### src/rtl/register_file_mp_if.sv
// Debug dump channel of register_file_mp: start request, valid/ready beat stream, status.
// master = debug unit (requests and consumes), slave = register file (streams registers).
interface register_file_mp_if #(
    parameter int B = 32,
    parameter int W = 5
);
    logic         dump_start;
    logic         dump_ready;
    logic         dump_valid;
    logic [W-1:0] dump_addr;
    logic [B-1:0] dump_data;
    logic         dump_busy;
    logic         dump_done;

    modport master (
        output dump_start, dump_ready,
        input  dump_valid, dump_addr, dump_data, dump_busy, dump_done
    );

    modport slave (
        input  dump_start, dump_ready,
        output dump_valid, dump_addr, dump_data, dump_busy, dump_done
    );
endinterface

### src/rtl/register_file_mp.sv
// Multi-port ID-stage register file with zero register and a valid/ready full-register dump engine.
// Optional REGFILE_WRITE_BYPASS_EN: same-cycle write to a read address is passed through to that port.
module register_file_mp #(
    parameter int B        = 32,
    parameter int W        = 5,
    parameter int NR       = 2,
    parameter int ZERO_REG = 1
) (
    input  logic            i_clk,
    input  logic            i_reset_n,
    input  logic            i_reg_write_MC,
    input  logic [W-1:0]    i_write_register,
    input  logic [B-1:0]    i_write_data,
    input  logic [NR*W-1:0] i_read_regs,
    output logic [NR*B-1:0] o_read_data,
    register_file_mp_if.slave dump
);
    localparam int           DEPTH = 2 ** W;
    localparam logic [W-1:0] LAST  = W'(DEPTH - 1);

    typedef enum logic [1:0] {
        IDLE,
        DUMP,
        DONE
    } dump_state_t;

    logic [B-1:0]    regs [DEPTH];
    logic            wr_en;
    logic [NR*B-1:0] rd_next;

    dump_state_t     state;
    logic [W-1:0]    ptr;
    logic            valid_q;
    logic            busy_q;
    logic            done_q;

    assign wr_en = i_reg_write_MC && !(ZERO_REG != 0 && i_write_register == '0);

    // NOTE: the array is reset because every register's post-reset value (0) is architecturally visible.
    always_ff @(posedge i_clk or negedge i_reset_n) begin
        if (!i_reset_n) begin
            for (int i = 0; i < DEPTH; i++) begin
                regs[i] <= '0;
            end
        end else if (wr_en) begin
            // NOTE: non-blocking so every read of regs at this edge still sees the old contents.
            regs[i_write_register] <= i_write_data;
        end
    end

    always_comb begin
        // NOTE: default first, so no path through the loop leaves rd_next unassigned (no latch).
        rd_next = '0;
        for (int k = 0; k < NR; k++) begin
            rd_next[k*B +: B] = regs[i_read_regs[k*W +: W]];
            if (ZERO_REG != 0 && i_read_regs[k*W +: W] == '0) begin
                rd_next[k*B +: B] = '0;
            end
`ifdef REGFILE_WRITE_BYPASS_EN
            if (wr_en && i_write_register == i_read_regs[k*W +: W]) begin
                rd_next[k*B +: B] = i_write_data;
            end
`endif
        end
    end

    always_ff @(posedge i_clk or negedge i_reset_n) begin
        if (!i_reset_n) begin
            o_read_data <= '0;
        end else begin
            o_read_data <= rd_next;
        end
    end

    // Dump engine: valid is held for the whole DUMP state, so a beat moves whenever ready is high.
    always_ff @(posedge i_clk or negedge i_reset_n) begin
        if (!i_reset_n) begin
            state   <= IDLE;
            ptr     <= '0;
            valid_q <= 1'b0;
            busy_q  <= 1'b0;
            done_q  <= 1'b0;
        end else begin
            case (state)
                IDLE: begin
                    if (dump.dump_start) begin
                        state   <= DUMP;
                        ptr     <= '0;
                        valid_q <= 1'b1;
                        busy_q  <= 1'b1;
                    end
                end
                DUMP: begin
                    if (dump.dump_ready) begin
                        if (ptr == LAST) begin
                            state   <= DONE;
                            valid_q <= 1'b0;
                            busy_q  <= 1'b0;
                            done_q  <= 1'b1;
                        end else begin
                            ptr <= ptr + 1'b1;
                        end
                    end
                end
                DONE: begin
                    done_q <= 1'b0;
                    state  <= IDLE;
                end
                default: begin
                    state   <= IDLE;
                    valid_q <= 1'b0;
                    busy_q  <= 1'b0;
                    done_q  <= 1'b0;
                end
            endcase
        end
    end

    // Beat data comes straight from the array: a write at the transfer edge is not yet visible.
    always_comb begin
        dump.dump_data = regs[ptr];
        if (ZERO_REG != 0 && ptr == '0) begin
            dump.dump_data = '0;
        end
    end

    assign dump.dump_valid = valid_q;
    assign dump.dump_addr  = ptr;
    assign dump.dump_busy  = busy_q;
    assign dump.dump_done  = done_q;
endmodule

### src/flat_wrapper.sv
// flat-port wrapper written by rule: the top's interface ports become plain ports
module register_file_mp_flat 
#(
    parameter int B        = 32,
    parameter int W        = 5,
    parameter int NR       = 2,
    parameter int ZERO_REG = 1
)
  (i_clk, i_reset_n, i_reg_write_MC, i_write_register, i_write_data, i_read_regs, o_read_data, dump_dump_start, dump_dump_ready, dump_dump_valid, dump_dump_addr, dump_dump_data, dump_dump_busy, dump_dump_done);
  register_file_mp_if #(.B(B), .W(W)) dump_i ();
  input  logic i_clk;
  input  logic i_reset_n;
  input  logic i_reg_write_MC;
  input  logic [W-1:0] i_write_register;
  input  logic [B-1:0] i_write_data;
  input  logic [NR*W-1:0] i_read_regs;
  output logic [NR*B-1:0] o_read_data;
  input wire logic [$bits(dump_i.dump_start)-1:0] dump_dump_start;
  input wire logic [$bits(dump_i.dump_ready)-1:0] dump_dump_ready;
  output wire logic [$bits(dump_i.dump_valid)-1:0] dump_dump_valid;
  output wire logic [$bits(dump_i.dump_addr)-1:0] dump_dump_addr;
  output wire logic [$bits(dump_i.dump_data)-1:0] dump_dump_data;
  output wire logic [$bits(dump_i.dump_busy)-1:0] dump_dump_busy;
  output wire logic [$bits(dump_i.dump_done)-1:0] dump_dump_done;
  assign dump_i.dump_start = dump_dump_start;
  assign dump_i.dump_ready = dump_dump_ready;
  assign dump_dump_valid = dump_i.dump_valid;
  assign dump_dump_addr = dump_i.dump_addr;
  assign dump_dump_data = dump_i.dump_data;
  assign dump_dump_busy = dump_i.dump_busy;
  assign dump_dump_done = dump_i.dump_done;
  register_file_mp #(.B(B), .W(W), .NR(NR), .ZERO_REG(ZERO_REG)) u_core (.i_clk(i_clk), .i_reset_n(i_reset_n), .i_reg_write_MC(i_reg_write_MC), .i_write_register(i_write_register), .i_write_data(i_write_data), .i_read_regs(i_read_regs), .o_read_data(o_read_data), .dump(dump_i));
endmodule
### config.mk
export PLATFORM = sky130hd
export DESIGN_NAME = register_file_mp_flat
export DESIGN_NICKNAME = d
export VERILOG_FILES = /design/src/rtl/register_file_mp_if.sv /design/src/rtl/register_file_mp.sv /design/src/flat_wrapper.sv
export SDC_FILE = /design/constraint.sdc
export NUM_CORES = 2
export LEC_CHECK = 0
export ABC_AREA = 0
export BUFFER_PORTS_ARGS = -buffer_cell sky130_fd_sc_hd__buf_2
export CAP_MARGIN = 20
export CORE_ASPECT_RATIO = 0.9
export CORE_MARGIN = 3
export CORE_UTILIZATION = 58
export CTS_CLUSTER_SIZE = 8
export DETAILED_ROUTE_END_ITERATION = 8
export GPL_ROUTABILITY_DRIVEN = 1
export PLACE_DENSITY = 0.78
export RECOVER_POWER = 100
export SLEW_MARGIN = 20
export SYNTH_ARGS = -nofsm -noshare
export SYNTH_HDL_FRONTEND = slang
export SYNTH_SLANG_ARGS = --single-unit
export TNS_END_PERCENT = 1
### constraint.sdc
create_clock -name i_clk -period 2.6 [get_ports i_clk]
set_clock_uncertainty 0.1 [all_clocks]
set_input_delay 0.26 -clock i_clk [delete_from_list [all_inputs] [get_ports i_clk]]
set_output_delay 0.26 -clock i_clk [all_outputs]
set_load 0.01 [all_outputs]
### Word-level counts from Yosys, hierarchy flattened

Index checks and enable logic that the tools add are counted.

| operators by class | value |
|---|---|
| eq/ne operators | 7 |
| $add $sub $neg | 1 |
| order comparisons | 5 |
| bitwise gates (word level) | 6 |
| reduce and logical (&&, ||, !) cells | 13 |
| multiplexer cells | 30 |

Operators by type and width:

| kind | number |
|---|---|
| bitwise mux 1024 bit | 1 |
| binary-select mux 32 bit (select 5 bit) | 3 |
| two-way mux 32 bit | 10 |
| demux 32 bit (select 5 bit) | 1 |
| greater-or-equal comparator 6 bit (second input constant) | 4 |
| NOT 5 -> 6 bit | 4 |
| zero test 5 bit | 4 |
| two-way mux 5 bit | 3 |
| case mux 5 bit (2 select lines) | 1 |
| AND reduction 4 bit | 2 |
| < comparator 6 x 1 -> 1 bit (second input constant) | 1 |
| two-way mux 2 bit | 3 |
| != test 2 bit (second input constant) | 3 |
| AND reduction 3 bit | 2 |
| adder 5 x 1 -> 5 bit (second input constant) | 1 |
| equality test 5 bit (second input constant) | 1 |
| two-way mux 1 bit | 5 |
| case mux 2 bit (2 select lines) | 1 |
| case mux 1 bit (3 select lines) | 1 |
| equality test 2 x 1 -> 1 bit (second input constant) | 1 |
| equality test 2 bit (second input constant) | 1 |
| logical AND 1 bit | 2 |
| zero test 2 bit | 1 |
| != test 2 x 1 -> 1 bit (second input constant) | 1 |
| 4 further kinds | 5 |

| storage, ports and cells | value |
|---|---|
| register bits | 1097 |
| output and inout bits | 104 |

### Logic depth before layout (Yosys ltp)

| depth | value |
|---|---|
| depth in word-level cells | 6 |
| mapped depth | 11 |
| gate-level depth less buffers | 7 |

### Worst setup path after synthesis

Ideal clock, no wire load.

| path | value |
|---|---|
| path kind | register -> output |
| start point | register u_core.ptr[1], in the netlist u_core.dump.dump_addr[1] |
| end point | output port dump_dump_data[10] |
| cell stages (with the launch flop) | 12 |
| data required time | 2.240 ns |
| arrival time | 2.342 ns |
| path slack | -0.102 ns |
| cell sequence | dfrtp_1 clkbuf_1 buf_2 buf_2 clkbuf_1 inv_1 ha_1 inv_1 o21ai_1 clkbuf_1 o22ai_1 a21o_1 |

| between the ends | value |
|---|---|
| word-level cells in the longest chain between the ends | 5 |

Ends and longest elaborated chain:

| item | RTL line | RTL |
|---|---|---|
| from (decl) | register_file_mp.sv:32 | `logic [W-1:0] ptr;` |
| from (signal assigned) | register_file_mp.sv:101 | `ptr <= ptr + 1'b1;` |
| NOT 5 -> 6 bit (not written as such) | register_file_mp.sv:121 | `dump.dump_data = regs[ptr];` |
| binary-select mux 32 bit (select 5 bit) | register_file_mp.sv:121 |  |
| two-way mux 32 bit (not written as such) (2 in series) | register_file_mp.sv:121 |  |
| two-way mux 32 bit (*) | register_file_mp.sv:122 | `if (ZERO_REG != 0 && ptr == '0) begin` |
| to (decl) | flat_wrapper.sv:22 | `output wire logic [$bits(dump_i.dump_data)-1:0] dump_dump_data;` |

Every way passes the cells marked *; elsewhere a longest branch is shown, timed or not. The select of a mux whose other input is x is not followed.

### Worst setup path after layout

| path | value |
|---|---|
| start point | register u_core.ptr[0], in the netlist u_core.dump.dump_addr[0] |
| end point | output port dump_dump_data[22] |

The elaborated chain is that of the path after synthesis.

==> key figures <==
Global routing
  • First-pass GRT wire length: 329000 um
  • Vias in the first global route: 47.3k
  • Antenna violations before repair: 22
  • Tot GR Track Use: 0.396
  • Largest net degree at the start of global routing: 90
  • Overflow after GRT: 0

Detailed routing
  • TritonRoute pass-1 iters: 5
  • Detailed Route WL: 226000 um
  • Met3 WL: 34900 um
  • Final ANT Viol Nets: 0
  • Residual DRC: 0
  • Met2 WL: 97600 um
  • Drt wl/cell: 38.3 um
  • Vias per cell: 7.87
  • Initial DRC count: 6801
  • Top Metal Used: met5
  • WL met1: 78300 um
  • Vias: 46.5k

Die
  • Num rows: 114
  • DIE WIDTH: 356 um
  • Io pins: 156
  • Die area: 0.114 sq mm
  • Effective utilization at floorplan: 0.590
  • Core area: 0.108 sq mm
  • Die H: 321 um

Final layout
  • Fillers: 7277
  • Layout cells sized above 1: 0.539
  • Multi-input combinational cell area: 0.0346 sq mm
  • Post-layout util: 0.673
  • Register area: 0.0275 sq mm
  • Most common cell after layout, fill and taps aside: dfrtp_1
  • Most frequent cells in the layout: 1094 x dfrtp_1, 996 x mux2_2, 694 x mux4_2
  • Final net count: 4483
  • Synthesis-to-finish area growth: 14.0%

Logic synthesis
  • Top FF cell, synth: dfrtp_1
  • Largest family of logic cells by synthesized area: multiplexers
  • Mapped Cells: 4225
  • Xor/xnor share of the synthesized area: 0
  • Async S/R FF share, synth: 1.00
  • Yosys reg bits: 1097
  • Mean post-synth cell area: 15.1 sq um
  • EDFF count, synth: 0
  • Yosys warning total: 0
  • Compound-Gate Fraction of Synth Area: 0.0546
  • Register area share after synthesis: 0.429
  • Simple-gate share of the synthesized area: 0.0153
  • Syn nets: 4280
  • Post-synthesis adder-cell area fraction: 0.000587
  • Post-synthesis mux area share: 0.464
  • Synth Cell Area: 0.0640 sq mm
  • Cell variety after synth: 45

Power and ir drop
  • Combinational share of power: 0.349
  • Switching Power: 21.9 mW
  • Sw Ratio: 0.337
  • Pwr dens: 889 mW/mm^2
  • P_leak: 31.4 nW
  • Clk pwr share: 0.282
  • Cell Int Power: 43.0 mW
  • Tot Pwr: 64.8 mW
  • Sequential power share: 0.369
  • Max VDD drop: 0.000640 V

Timing
  • RSZ-0062 raised after global routing: yes
  • Worst slew pin tran: 2.06 ns
  • Fmax: 279 MHz
  • Period utilization: 1.38
  • Final Max Slew Viols: 188
  • Setup ws final: -0.990 ns
  • Worst rel slew slack: -0.374
  • Hold Fails Final Rpt: 0
  • Tmin final: 3.59 ns
  • Final setup fails: 318

CTS
  • Root buf cell: clkbuf_16
  • Clk buf depth: 3
  • CTS Buf Count: 155
  • Clk_lat worst skew: 0.78 ns
  • CTS tree: yes
  • # H-tree levels: 4
  • Clk pin slew, worst setup/hold paths: 0.05 ns
  • CTS sink count: 1097

Setup path
  • Startpoint types: flop
  • Flop2flop setup slack: 0.02 ns
  • Crit Path Category: reg -> out
  • Worst R2R Start: u_core.dump.dump_addr[0]
  • CP required: 2.24 ns
  • Crit path DAT: 3.23 ns
  • Crit Reg-Reg Endpoint: u_core.dump.dump_addr[0]
  • Worst Setup SP: u_core.dump.dump_addr[0]
  • Critical path peak fanout: 8
  • R2r worst-path depth: 10
  • CP endpoint: dump_dump_data[22]
  • Critical Path Sink Type: output port

Placed design
  • Detailed Place HPWL: 143000 um
  • GP Congestion: 0.966
  • Place WS: -0.0331 ns
  • IO Port Bufs: 155

Run status
  • Status: finished, violations left
  • Failing checks: max-capacitance violations, max-slew violations, negative setup slack

Run
  • Max_cap viols: 13

Hold path
  • Worst Hold Class: in -> reg
[sequential cells by signal, indices dropped and copies added, names as in the netlist]
| signal | flops |
|---|---|
| u_core.dump.dump_addr | 5 |
| u_core.dump.dump_done | 1 |
| u_core.dump.dump_valid | 1 |
| u_core.o_read_data | 64 |
| u_core.regs | 1024 |
| u_core.state | 2 |
[worst min-delay path by stage]
stage,startpoint,to,cells after the start
global route,i_write_data[3],u_core.regs[195],2
floorplan,i_reset_n,u_core.dump.dump_addr[0],0
global placement,i_reset_n,u_core.regs[987],1
CTS,i_write_data[25],u_core.regs[729],2
finish,i_write_data[28],u_core.regs[732],2
detailed placement,i_reset_n,u_core.regs[955],1
[layer usage]
| layer | up-vias | track usage |
|---|---|---|
| met5 | - | 0 |
| met4 | 16 | 0.228 |
| met3 | 1028 | 0.171 |
| met2 | 4120 | 0.558 |
| met1 | 24000 | 0.515 |
| li1 | 17300 | - |
[power by group through the flow]
stage	combinational (mW)	clock, mW	sequential [mW]
after global routing	23.5	19.1	24.2
after CTS	21.8	18.3	23.6
after detailed placement	21.3	0	23.8
final	22.6	18.3	23.9
after global placement	20.9	0	23.6
after floorplan	14.2	0	22.6
[synth_stat cells (13+ instances only)]
library cell	count	area share
a211oi_1	67	0.0079
buf_1	52	0.0031
nor3_1	49	0.0038
a2111oi_0	31	0.0042
mux2i_1	281	0.044
a21o_1	25	0.0029
o221ai_1	64	0.0088
mux2_2	1000	0.18
a22oi_1	59	0.0069
buf_2	135	0.011
o22ai_1	66	0.0065
buf_6	13	0.0023
nor2_1	24	0.0014
nor2b_1	21	0.0021
mux4_2	694	0.24
clkbuf_1	279	0.016
a22o_1	107	0.015
dfrtp_1	1097	0.43
buf_4	32	0.0038
nand2_1	50	0.0029
[critical path, cell delays in order, from the launching register on]
cell	delay, ns
dfrtp_4	0.54
buf_12	0.16
clkbuf_16	0.19
buf_6	0.17
mux4_2	0.53
a22oi_1	0.27
nand2_1	0.15
a21o_1	0.27
buf_2	0.18
[what timing repair did]
item | CTS | global route
hold buffers | 7 | 0
pin swaps | 8 | 7
gates cloned | 0 | 4
endpoints found under the setup margin | 32 | 36
endpoints found under the hold margin | 816 | 0
resized for setup | 29 | 44
buffers inserted | 2 | 4
[logic make-up after synthesis]
kind of cell,count (synthesis)
multiplexers,1976
adder cells (fa/ha/maj),3
buffers and inverters,515
flip-flops,1097
AO/OA/AOI/OAI,445
AND/OR/NAND/NOR,189
[per-stage QoR]
step                      std cells  setup TNS [ns]  hold WS [ns]  instance area [sq um]
after global routing           5901          -89.06        0.0441                  72900
after global placement         5704         -0.0603         0.137                  68900
final                          5914          -54.26        0.0272                  72900
after floorplan                4225               0        -0.136                  64000
after detailed placement       5704         -0.0681         0.138                  68900
after CTS                      5890          -23.44       0.00346                  73300
[final cells by class]
cell class                 instances  share of cell area
inverter                           4            0.000206
timing repair buffer             557              0.0657
multi-input combinational       2613               0.475
clock buffer                     164              0.0547
antenna                           16            0.000549
clock inverter                    13             0.00252
sequential                      1097               0.376
tap                             1450              0.0249
No activity file was read; power rests on OpenSTA's default activity.
